File: src/rtl/uart_key_decoder.sv
// uart_key_decoder
//   Receives 8N1 ASCII bytes on a UART line and holds the last key as a 7-bit
//   code for the movement stage. Terminal autorepeat keeps the key alive. After
//   HOLD_CYCLES idle cycles the key is released to 0. A 0x00 byte releases the
//   key at once.
//
// Parameters
//   CLKS_PER_BIT  clock cycles per UART bit (minimum 4)
//   HOLD_CYCLES   idle cycles after the last accepted byte before release (minimum 2)
//
// Ports
//   clk        in   system clock
//   rst        in   asynchronous active-low reset
//   rx         in   asynchronous UART line, idle high
//   keyCode    out  held ASCII key, 0 = no key
//   key_valid  out  one-cycle pulse when keyCode is loaded from a received byte
//   frame_err  out  one-cycle pulse on a bad stop bit
module uart_key_decoder #(
  parameter int CLKS_PER_BIT = 564,
  parameter int HOLD_CYCLES  = 39_000_000
) (
  input  logic       clk,
  input  logic       rst,
  input  logic       rx,
  output logic [6:0] keyCode,
  output logic       key_valid,
  output logic       frame_err
);

  localparam int CW = $clog2(CLKS_PER_BIT);
  localparam int HW = $clog2(HOLD_CYCLES);
  localparam logic [CW-1:0] HALF_M1  = CW'(CLKS_PER_BIT / 2 - 1);
  localparam logic [CW-1:0] BIT_M1   = CW'(CLKS_PER_BIT - 1);
  localparam logic [HW-1:0] HOLD_MAX = HW'(HOLD_CYCLES - 1);

  typedef enum logic [2:0] {S_IDLE, S_START, S_DATA, S_STOP, S_BREAK} state_e;

  state_e        state_q, state_d;
  logic          rx_meta_q, rx_s_q;
  logic [CW-1:0] clk_cnt_q, clk_cnt_d;
  logic [2:0]    bit_cnt_q, bit_cnt_d;
  logic [7:0]    shift_q, shift_d;
  logic [6:0]    key_code_q, key_code_d;
  logic          key_valid_q, key_valid_d;
  logic          frame_err_q, frame_err_d;
  logic [HW-1:0] hold_q, hold_d;

  logic start_tick, bit_tick, byte_done, accept, key_held, timeout;

  assign start_tick = (clk_cnt_q == HALF_M1);
  assign bit_tick   = (clk_cnt_q == BIT_M1);

  // State register
  always_ff @(posedge clk or negedge rst) begin
    if (!rst) begin
      state_q     <= S_IDLE;
      rx_meta_q   <= 1'b1;
      rx_s_q      <= 1'b1;
      clk_cnt_q   <= '0;
      bit_cnt_q   <= '0;
      shift_q     <= '0;
      key_code_q  <= '0;
      key_valid_q <= 1'b0;
      frame_err_q <= 1'b0;
      hold_q      <= '0;
    end else begin
      state_q     <= state_d;
      rx_meta_q   <= rx;
      rx_s_q      <= rx_meta_q;
      clk_cnt_q   <= clk_cnt_d;
      bit_cnt_q   <= bit_cnt_d;
      shift_q     <= shift_d;
      key_code_q  <= key_code_d;
      key_valid_q <= key_valid_d;
      frame_err_q <= frame_err_d;
      hold_q      <= hold_d;
    end
  end

  // Next-state logic
  always_comb begin
    state_d = state_q;
    case (state_q)
      S_IDLE:  if (!rx_s_q) state_d = S_START;
      S_START: if (start_tick) state_d = rx_s_q ? S_IDLE : S_DATA;
      S_DATA:  if (bit_tick && bit_cnt_q == 3'd7) state_d = S_STOP;
      S_STOP:  if (bit_tick) state_d = rx_s_q ? S_IDLE : S_BREAK;
      S_BREAK: if (rx_s_q) state_d = S_IDLE;
      default: state_d = S_IDLE;
    endcase
  end

  // Receiver outputs: bit timing, shift register, stop-bit verdict
  always_comb begin
    clk_cnt_d   = clk_cnt_q + CW'(1);
    bit_cnt_d   = bit_cnt_q;
    shift_d     = shift_q;
    byte_done   = 1'b0;
    frame_err_d = 1'b0;
    case (state_q)
      S_IDLE: begin
        clk_cnt_d = '0;
        bit_cnt_d = '0;
      end
      S_START: if (start_tick) clk_cnt_d = '0;
      S_DATA: if (bit_tick) begin
        clk_cnt_d = '0;
        shift_d   = {rx_s_q, shift_q[7:1]};
        bit_cnt_d = bit_cnt_q + 3'd1;
      end
      S_STOP: if (bit_tick) begin
        clk_cnt_d   = '0;
        byte_done   = rx_s_q;
        frame_err_d = ~rx_s_q;
      end
      default: clk_cnt_d = '0;
    endcase
  end

  // Key hold: acceptance takes priority over the timeout release. Bytes with
  // bit 7 set leave the key and its hold counter running untouched.
  assign accept   = byte_done && !shift_q[7];
  assign key_held = (key_code_q != 7'd0);
  assign timeout  = key_held && (hold_q == HOLD_MAX);

  always_comb begin
    key_code_d  = key_code_q;
    hold_d      = hold_q;
    key_valid_d = accept;
    if (accept) begin
      key_code_d = shift_q[6:0];
      hold_d     = '0;
    end else if (timeout) begin
      key_code_d = 7'd0;
      hold_d     = '0;
    end else if (key_held && hold_q != HOLD_MAX) begin
      hold_d = hold_q + HW'(1);
    end
  end

  assign keyCode   = key_code_q;
  assign key_valid = key_valid_q;
  assign frame_err = frame_err_q;

endmodule

File: config.mk
export PLATFORM = sky130hd
export DESIGN_NAME = uart_key_decoder
export DESIGN_NICKNAME = d
export VERILOG_FILES = /design/src/rtl/uart_key_decoder.sv
export SDC_FILE = /design/constraint.sdc
export NUM_CORES = 1
export LEC_CHECK = 0
export BUFFER_PORTS_ARGS = -buffer_cell sky130_fd_sc_hd__buf_4
export CORE_ASPECT_RATIO = 0.6
export CORE_MARGIN = 3
export CORE_UTILIZATION = 56
export CTS_CLUSTER_SIZE = 14
export DETAILED_ROUTE_END_ITERATION = 6
export HOLD_SLACK_MARGIN = 0.15
export PLACE_DENSITY = 0.87
export SLEW_MARGIN = 20
export SYNTH_ARGS = -nofsm -noshare
export SYNTH_HDL_FRONTEND = slang
export SYNTH_SLANG_ARGS = --single-unit
File: constraint.sdc
create_clock -name clk -period 1.9 [get_ports clk]
set_input_delay 0.38 -clock clk [delete_from_list [all_inputs] [get_ports clk]]
set_output_delay 0.38 -clock clk [all_outputs]
set_load 0.02 [all_outputs]
==> results of run 1 <==
==> per-stage QoR <==
step | utilization | cells | power, mW | worst slack, ns | setup TNS (ns)
2_1_floorplan | - | 322 | 1.333 | -0.01501 | -0.08715
3_3_place_gp | 0.6908 | 458 | 1.371 | -0.1443 | -3.842
3_5_place_dp | 0.6908 | 458 | 1.372 | -0.2447 | -8.130
4_1_cts | 0.7648 | 487 | 2.393 | -0.1750 | -4.315
5_1_grt | 0.7841 | 488 | 2.454 | -0.3213 | -9.488
6_report | 0.7841 | 488 | 2.373 | -0.2101 | -5.436
==> worst max-delay path: stages, from the launching register on <==
cell and delay [ns]:
dfrtp_2 0.44, nor4_4 0.26, buf_4 0.15, nand4_1 0.10, or4_4 0.57, o21ai_4 0.23, buf_6 0.19, nor2_2 0.05
==> routing by layer <==
metal	part of all wire	global-route usage	vias to the layer above	wire length (µm)
met3	0.086	0.07949	18	808
met5	0	0	-	0
met1	0.41	0.3711	1483	3846
met4	0.017	0.08347	0	163
li1	-	-	1330	-
met2	0.49	0.4556	141	4559
==> how the worst max path moves through the flow <==
stage,endpoint,slack [ns]
after detailed placement,hold_q[25],-0.24
final,hold_q[25],-0.21
after floorplan,hold_q[12],-0.02
after global placement,hold_q[13],-0.14
after CTS,hold_q[11],-0.18
after global routing,hold_q[25],-0.32
==> layout make-up <==
cell class,instances,area [µm²]
Fill cell,344,1220
Inverter,10,37.54
Multi-Input combinational cell,232,1834
Timing Repair Buffer,89,749.5
Tap cell,80,100.1
Sequential cell,61,1531
Clock inverter,7,52.55
Clock buffer,9,123.9
==> placed cells by master (no fill, tap or decap), types with 4 or more instances in the layout <==
master     instances
nand4_1           12
clkinv_4           4
nand3_1           20
buf_12             4
and3_1             5
or3_1              4
and4_1             5
clkbuf_8           9
a211oi_1           5
o21ai_1            6
nand2_1           13
dfrtp_1           57
a31oi_1            5
xnor2_1           23
a21oi_1            7
buf_6              7
nor2_2            15
inv_1             10
nand2_4            5
o21ai_2            7
or4_4              4
a2111oi_2          6
ha_1               4
nor2_1            18
a22o_1             5
buf_4             76
==> cells by family after synthesis <==
family                     synth area share
xor gates and xnor gates            0.06871
muxes                               0.01359
DFF                                  0.4613
buffers and inverters               0.05322
AOI/OAI and AO/OA                    0.1284
adders and majority gates           0.01888
and+or+nand+nor                      0.2560
==> registers in the layout (all words and copies together) (netlist names), 3 cells and up <==
signal,flops
hold_q,26
state_q,3
clk_cnt_q,10
bit_cnt_q,3
shift_q,8
keyCode,7
==> power by group <==
part	internal (mW)	total (mW)	switching (mW)
Sequential	1.30	1.30	0.00142
Clock	0.475	1.02	0.548
Combinational	0.0149	0.0458	0.0309
Total	1.79	2.37	0.581
==> cells in the mapped netlist, drive strengths merged (6+ instances only) <==
cell type,instances
a2111oi,8
a21oi,9
a31oi,7
buf,16
dfrtp,59
inv,10
nand2,21
nand3,23
nand4,13
nor2,36
o21ai,16
or4,6
xnor2,23
==> timing repair <==
item,CTS,global route
buffers inserted,8,3
hold buffers,2,0
resized for setup,29,36
pin swaps,17,12
endpoints found under the setup margin,53,52
gates cloned,3,1
endpoints found under the hold margin,35,0
==> key figures, run 1 <==
Setup path
  – Cells on worst reg2reg path: 7
  – Maximum fanout along the worst path: 5
  – Arr. time, crit path: 2.34 ns
  – Req. time, crit path: 2.13 ns
  – Reg2reg start: hold_q[21]
  – Crit path launch: hold_q[21]
  – Worst r2r dst: hold_q[25]
  – Critical Path Source Type: flop
  – WS Path Type: flop to flop
  – Kind of end point of the critical path: flop
  – R2r setup slk: -0.21 ns

Cells and area
  – Area Overhead vs Synth: 33.64%
  – Nets: 411
  – Antenna cells: 0
  – Finished Cell Area: 0.004429 mm²
  – Share of cells above drive strength 1: 0.4289

Clocking
  – # clock sinks: 61
  – CTS Buf Count: 9
  – Clk slew on worst S/H paths: 0.07 ns
  – Max Buffers Root-to-Sink: 2
  – Later-pin clock latency in the skew report: 0.35 ns
  – Clk root buf: clkbuf_8
  – CTS tree: built
  – H-Tree Depth: 3

Global route
  – First-pass GRT wire length: 14750 µm
  – Initial antenna violation count: 0
  – Total grt overflow: 0
  – Total GRT Usage: 0.2812
  – Pin count of the biggest net entering global routing: 36
  – Vias in the first global route: 2872

Floorplanning
  – Core ar.: 0.005649 mm²
  – Die H: 65.59 µm
  – Num rows: 21
  – Overall die area: 0.006908 mm²
  – Die width: 105.3 µm
  – # IOs: 12
  – Initial Utilization: 0.5867

Drt
  – Vias/cell: 6.090
  – DR pass1 iterations: 5
  – DRT iter0 DRCs: 253
  – Vias: 2972
  – WL final: 9379 µm
  – Routed length per instance: 19.22 µm
  – DRT antenna net count: 0
  – Remaining DRCs: 0

Pwr
  – Maximum vdd drop: 0.4471 mV
  – Cell Pwr Density: 535.7 mW/mm²
  – Static leakage: 1.913 nW

Place
  – IO Port Bufs: 11
  – Placer Congestion: 0.9559
  – Post-DP Area: 0.003902 mm²
  – Final HPWL from detailed placement: 5874 µm

Synth
  – Synth top area share: 0.4455
  – #FFs+latches synth: 61
  – Syn Std Cell Area: 0.003314 mm²
  – Distinct cells, synth: 58
  – Sequential share of the synthesized area: 0.4613
  – YS warnings: 0
  – Synth Instances: 322
  – Asr flop ratio synth: 1.000
  – EDFF count, synth: 0
  – Syn Nets: 330
  – Avg Cell Area, Syn: 10.29 µm²
  – Area leader, netlist: dfrtp_1
  – Biggest area contributors in the synthesized netlist: dfrtp_1 (45%), xnor2_1 (6.1%), nand3_1 (3.5%), nor2_1 (2.8%), nand2_1 (2.4%)
  – Post-synth top flop: dfrtp_1

Timing
  – Hold Fails Final Rpt: 0
  – Fin crit period: 2.110 ns
  – Worst-margin pin slew: 0.4682 ns
  – Final max-slew violation count: 0
  – Tcrit/Tclk final: 1.111
  – Final setup fails: 42
  – Final hold slack: 0.3582 ns
  – Rel. slew slack: 0.6871
  – Layout Skew: 0.007417 ns
  – Unrepaired setup endpoints after global routing: yes
  – Highest clock rate: 473.9 MHz
  – Final WS setup: -0.2101 ns

Hold path
  – Hold wc startpoint: rx_meta_q
  – Worst Hold End: rx_s_q
  – Worst Hold Depth: 0
  – Hold WC Path Type: flop to flop

Run status
  – Violated checks: setup timing
  – Status: complete, but fails checks

Job
  – MaxCap Viol Count: 0
Power figures use the tool's default switching activity.
==> run 2: changes to the inputs <==
--- a/constraint.sdc
+++ b/constraint.sdc
@@ -3,2 +3,2 @@
 set_output_delay 0.38 -clock clk [all_outputs]
-set_load 0.02 [all_outputs]
+set_load 0.05 [all_outputs]
==> key figures, run 2 (synthesized netlist as in run 1, its figures left out) <==
Run status
  – Status: complete, but fails checks
  – Violated checks: setup timing

Clocking
  – H-Tree Depth: 3 (unchanged)
  – CTS tree: built
  – CTS Buf Count: 9 (unchanged)
  – Later-pin clock latency in the skew report: 0.36 ns (about the same)
  – Clk slew on worst S/H paths: 0.08 ns (about the same)
  – # clock sinks: 61 (unchanged)
  – Clk root buf: clkbuf_8
  – Max Buffers Root-to-Sink: 2 (unchanged)

Timing
  – Fin crit period: 2.185 ns (+0.07458 ns)
  – Worst-margin pin slew: 0.5098 ns (+0.04161 ns)
  – Rel. slew slack: 0.6593 (-0.02784)
  – Highest clock rate: 457.7 MHz (-3.4%)
  – Tcrit/Tclk final: 1.150 (+0.03925)
  – Unrepaired setup endpoints after global routing: yes
  – Layout Skew: 0.01183 ns (+0.004417 ns)
  – Hold Fails Final Rpt: 0 (unchanged)
  – Final setup fails: 41 (-2.4%)
  – Final TNS setup: -8.158 ns (-2.722 ns)
  – Final max-slew violation count: 0 (unchanged)
  – Final WS setup: -0.2847 ns (-0.07458 ns)

Setup path
  – Arr. time, crit path: 2.43 ns (+0.09 ns)
  – Cells on worst reg2reg path: 6 (-1)
  – Req. time, crit path: 2.15 ns (+0.02 ns)
  – Kind of end point of the critical path: flop
  – Critical Path Source Type: flop
  – Reg2reg start: hold_q[21]
  – Maximum fanout along the worst path: 16 (+11)
  – R2r setup slk: -0.28 ns (-0.07 ns)
  – WS Path Type: flop to flop
  – Worst r2r dst: hold_q[15]

Hold path
  – Worst Hold End: rx_s_q
  – Hold WC Path Type: flop to flop
  – Hold wc startpoint: rx_meta_q
  – Worst Hold Depth: 0 (unchanged)

Pwr
  – Maximum vdd drop: 0.5762 mV (+29%)
  – Cell Pwr Density: 574.4 mW/mm² (+7.2%)
  – Static leakage: 1.876 nW (-1.9%)

Global route
  – First-pass GRT wire length: 14350 µm (-2.7%)
  – Initial antenna violation count: 0 (unchanged)
  – GRT met1 Usage: 0.3430 (-0.02812)
  – Met3 Usage GRT: 0.07164 (-0.007851)
  – GRT busiest layer: met2
  – Met2 GRT Util: 0.4429 (-0.01270)
  – Pin count of the biggest net entering global routing: 36 (unchanged)
  – Total GRT Usage: 0.2712 (-0.009989)
  – Vias in the first global route: 2933 (+2.1%)
  – Total grt overflow: 0 (unchanged)

Drt
  – Remaining DRCs: 0 (unchanged)
  – Routed length per instance: 19.45 µm (+1.2%)
  – Vias/cell: 6.168 (+1.3%)
  – DR pass1 iterations: 6 (+1)
  – Vias: 2936 (-1.2%)
  – DRT iter0 DRCs: 418 (+65%)
  – DRT antenna net count: 0 (unchanged)
  – WL final: 9258 µm (-1.3%)

Cells and area
  – Most frequent cells in the layout: buf_4 (68), dfrtp_1 (54), nor2_1 (25)
  – Finished Cell Area: 0.004340 mm² (-2.0%)
  – Most flops, register: hold_q
  – Max FFs per register: 26 (unchanged)
  – Fillers: 331 (-3.8%)
  – Share of cells above drive strength 1: 0.4293 (about the same)
  – Antenna cells: 0 (unchanged)
  – Area Overhead vs Synth: 30.95%
  – Nets: 399 (-2.9%)
  – Commonest non-fill, non-tap cell in the layout: buf_4
  – Largest regs: hold_q: 26 flops, clk_cnt_q: 10 flops, shift_q: 8 flops

Floorplanning
  – Core ar.: 0.005649 mm² (unchanged)
  – # IOs: 12 (unchanged)
  – Initial Utilization: 0.5867 (unchanged)
  – Num rows: 21 (unchanged)
  – Overall die area: 0.006908 mm² (unchanged)
  – Die H: 65.59 µm (unchanged)
  – Die width: 105.3 µm (unchanged)

Place
  – Final HPWL from detailed placement: 6160 µm (+4.9%)
  – Placer Congestion: 0.9676 (+1.2%)
  – Post-DP Area: 0.003874 mm² (-0.74%)
  – IO Port Bufs: 11 (unchanged)

Job
  – MaxCap Viol Count: 0 (unchanged)
run 2: cell count changes in the layout (fill, tap and decap cells not counted), moves of 4 or more:
cell     before  now
nand3_1      20   16
nor2_2       15   11
nand3_2       2    7
buf_6         7    1
nor2_1       18   25
buf_4        76   68
run 2: metrics by stage:
stage	util	setup slack, ns	instances	hold WS, ns	power [mW]
finish	0.7683	-0.2847	476	0.3604	2.493
global route	0.7683	-0.3231	476	0.3660	2.574
CTS	0.7311	-0.1997	473	0.3564	2.504
detailed placement	0.6857	-0.2819	454	0.3226	1.371
global placement	0.6857	-0.1082	454	0.3180	1.369
floorplan	-	-0.09907	322	0.08441	1.332
run 2: worst max-delay path: stages, from the launching register on:
cell and delay, ns:
dfrtp_1 0.41, nor4_2 0.36, nand4_1 0.24, or4_4 0.60, o21ai_4 0.20, buf_12 0.19, nor2_1 0.06
run 2: cell type report:
class	instances	area, µm²	area share
Clock buffer	10	127.6	0.02940
Clock inverter	6	63.81	0.01470
Inverter	10	37.54	0.008648
Multi-Input combinational cell	232	1814	0.4180
Sequential cell	61	1535	0.3537
Tap cell	80	100.1	0.02306
Timing Repair Buffer	77	661.9	0.1525
run 2: what timing repair did:
item / in CTS / in global routing
hold buffers: 2 / 0
setup endpoints to repair: 54 / 46
endpoints found under the hold margin: 27 / 0
buffers inserted: 1 / 2
resized for setup: 10 / 43
gates cloned: 0 / 1
pin swaps: 3 / 14
run 2: how the worst max path moves through the flow:
stage	start	end	slack, ns	cells after the start
CTS	hold_q[21]	hold_q[19]	-0.20	6
global placement	clk_cnt_q[6]	state_q[0]	-0.11	5
floorplan	keyCode[4]	hold_q[12]	-0.1	6
finish	hold_q[21]	hold_q[15]	-0.28	6
detailed placement	hold_q[21]	hold_q[19]	-0.28	6
global route	hold_q[21]	hold_q[13]	-0.32	6
run 2: layer usage:
layer / routed length [µm] / share of wire / vias up
met5: 0 / 0 / -
met4: 278 / 0.030 / 0
met3: 767 / 0.083 / 38
met2: 4423 / 0.48 / 156
met1: 3789 / 0.41 / 1431
li1: - / - / 1311
run 2: report_power, final:
| group | internal [mW] | switching, mW |
|---|---|---|
| combinational | 0.0141 | 0.0320 |
| clock | 0.602 | 0.542 |
| sequential | 1.30 | 0.000734 |
==> run 3: changes to the inputs <==
Settings changed: ABC_AREA from default to 1, CELL_PAD_IN_SITES_DETAIL_PLACEMENT from default to 0, CELL_PAD_IN_SITES_GLOBAL_PLACEMENT from default to 1, CORE_UTILIZATION 56 to 43, CTS_BUF_LIST from default to sky130_fd_sc_hd__clkbuf_8, PLACE_DENSITY 0.87 to 0.9.
==> key figures, run 3 <==
Drt
  – Vias/cell: 5.167 (-16%)
  – WL final: 9259 µm (about the same)
  – DRT antenna net count: 0 (unchanged)
  – Remaining DRCs: 0 (unchanged)
  – DRT iter0 DRCs: 366 (-12%)
  – Routed length per instance: 14.58 µm (-25%)
  – DR pass1 iterations: 5 (-1)
  – Vias: 3281 (+12%)

Place
  – Final HPWL from detailed placement: 6979 µm (+13%)
  – IO Port Bufs: 11 (unchanged)
  – Placed cell count: 616 (+36%)
  – Placer Congestion: 0.8861 (-8.4%)

Setup path
  – WS Path Type: flop to flop
  – Req. time, crit path: 2.18 ns (+0.03 ns)
  – Maximum fanout along the worst path: 7 (-9)
  – Kind of end point of the critical path: flop
  – Arr. time, crit path: 2.04 ns (-0.39 ns)
  – Critical Path Source Type: flop

Synth
  – Asr flop ratio synth: 1.000 (unchanged)
  – Most numerous cell in the Yosys netlist: nand2_1
  – Syn Std Cell Area: 0.003538 mm² (+6.8%)
  – Most frequent cells after synthesis: nand2_1 (135), nor2_1 (86), inv_1 (66)
  – Synth Instances: 499 (+55%)
  – Sequential share of the synthesized area: 0.4321 (-0.02920)
  – YS warnings: 0 (unchanged)
  – Syn Nets: 507 (+54%)
  – EDFF count, synth: 0 (unchanged)
  – Distinct cells, synth: 32 (-45%)
  – Synth top area share: 0.4173 (-0.02820)
  – #FFs+latches synth: 61 (unchanged)
  – Avg Cell Area, Syn: 7.091 µm² (-31%)
  – Biggest area contributors in the synthesized netlist: dfrtp_1 (42%), nand2_1 (14%), nor2_1 (9.1%), nand3_1 (7.6%), inv_1 (7.0%)
  – Area leader, netlist: dfrtp_1
  – Post-synth top flop: dfrtp_1

Pwr
  – Static leakage: 1.948 nW (+3.8%)
  – Maximum vdd drop: 0.3800 mV (-34%)
  – Total power: 2.495 mW (about the same)
  – Cell Pwr Density: 618.4 mW/mm² (+7.7%)

Timing
  – Unrepaired setup endpoints after global routing: no
  – Final max-slew violation count: 0 (unchanged)
  – Rel. slew slack: 0.6631 (+0.003855)
  – Layout Skew: 0.008034 ns (-0.003800 ns)
  – Highest clock rate: 570.0 MHz (+25%)
  – Tcrit/Tclk final: 0.9234 (-0.2265)
  – Worst-margin pin slew: 0.5053 ns (-0.004496 ns)
  – Hold Fails Final Rpt: 0 (unchanged)
  – Fin crit period: 1.754 ns (-0.4303 ns)
  – Final TNS setup: 0 ns (+8.158 ns)
  – Final setup fails: 0 (-100%)

Global route
  – Total grt overflow: 0 (unchanged)
  – Total GRT Usage: 0.2149 (-0.05628)
  – Vias in the first global route: 3096 (+5.6%)
  – Initial antenna violation count: 0 (unchanged)
  – Pin count of the biggest net entering global routing: 31 (-14%)
  – First-pass GRT wire length: 15760 µm (+9.8%)

Cells and area
  – Most frequent cells in the layout: nand2_1 (135), nor2_1 (85), inv_1 (68)
  – Commonest non-fill, non-tap cell in the layout: nand2_1
  – Multi-input gate area: 0.001695 mm² (-6.6%)
  – Fillers: 749 (+130%)
  – Post-layout util: 0.5290 (-0.2393)
  – Area Overhead vs Synth: 14.04%
  – Antenna cells: 0 (unchanged)
  – Share of cells above drive strength 1: 0.1262 (-0.3031)
  – Largest regs: hold_q: 26 flops, clk_cnt_q: 10 flops, shift_q: 8 flops
  – Final std cells w/o fill: 635 (+33%)
  – Max FFs per register: 26 (unchanged)
  – Sequential Area: 0.001529 mm² (-0.41%)
  – Most flops, register: hold_q
  – Nets: 534 (+34%)

Clocking
  – Clk root buf: clkbuf_8
  – Clk slew on worst S/H paths: 0.07 ns (about the same)
  – H-Tree Depth: 3 (unchanged)
  – Max Buffers Root-to-Sink: 2 (unchanged)
  – CTS tree: built
  – # Post-CTS Setup Buffers: 0 (-1)
  – # clock sinks: 61 (unchanged)
  – CTS Buf Count: 9 (unchanged)
  – Later-pin clock latency in the skew report: 0.35 ns (about the same)

Floorplanning
  – Initial Utilization: 0.4639 (-0.1228)
  – Num rows: 24 (+14%)
  – Overall die area: 0.009389 mm² (+36%)
  – Die H: 76.27 µm (+16%)
  – Core ar.: 0.007627 mm² (+35%)
  – Die width: 123.1 µm (+17%)
  – # IOs: 12 (unchanged)

Hold path
  – Hold WC Path Type: flop to flop

Run status
  – Status: finished clean

Job
  – MaxCap Viol Count: 0 (unchanged)
## run 3: final timing paths
kind	startpoint	slack, ns	endpoint	cells after the start
max	hold_q[0]	0.15	hold_q[3]	8
min	rx_meta_q	0.36	rx_s_q	0
max reg2reg	hold_q[0]	0.15	hold_q[3]	8
min reg2reg	rx_meta_q	0.36	rx_s_q	0
max in group asynchronous	rst	0.87	state_q[2]	3
min in group asynchronous	rst	0.50	keyCode[5]	2
## run 3: logic make-up (layout without fill, tap and decap cells)
kind of cell,Yosys count,count (layout),share of synthesized area
buf+inv,82,113,0.09618
simple gates,307,307,0.3773
compound gates,36,37,0.05693
flops,61,61,0.4321
xor+xnor,8,8,0.01980
fa+ha+maj,5,5,0.01768
## run 3: layout make-up
class | instances | area share
multi-input combinational | 357 | 0.4202
sequential | 61 | 0.3789
inverter | 73 | 0.06884
timing repair buffer | 24 | 0.05209
clock buffer | 10 | 0.03411
tap | 104 | 0.03225
clock inverter | 6 | 0.01364
## run 3: what timing repair did
action	in CTS	in global routing
endpoints found under the hold margin	27	0
hold buffers	2	0
gates resized for setup	0	5
setup endpoints to repair	0	24
## run 3: metal layers
layer	wire length (µm)	share of wire	vias to the layer above	track usage
met5	0	0	-	0
met4	75	0.0081	0	0.05304
met3	662	0.071	10	0.06157
met2	3414	0.37	104	0.2572
met1	5107	0.55	1547	0.3618
li1	-	-	1620	-
## run 3: critical path, cell delays in order (launching register included)
cell	delay, ns
dfrtp_1	0.42
ha_1	0.25
nand3_2	0.14
nor2_4	0.07
nand3_1	0.09
nor2_2	0.07
a21oi_2	0.44
nand2_1	0.10
nor2_1	0.10
## run 3: power by group
part,internal (mW),switching (mW)
combinational,0.0117,0.0293
sequential,1.30,0.00183
clock,0.627,0.523
## run 3: stage by stage
step	worst slack, ns	hold slack [ns]	cell area, µm²
after global routing	0.01771	0.3576	4035
after CTS	0.06989	0.3567	4005
after global placement	0.1440	0.3436	3792
final	0.1456	0.3560	4035
after detailed placement	0.08866	0.3470	3792
after floorplan	0.2704	0.08441	3538
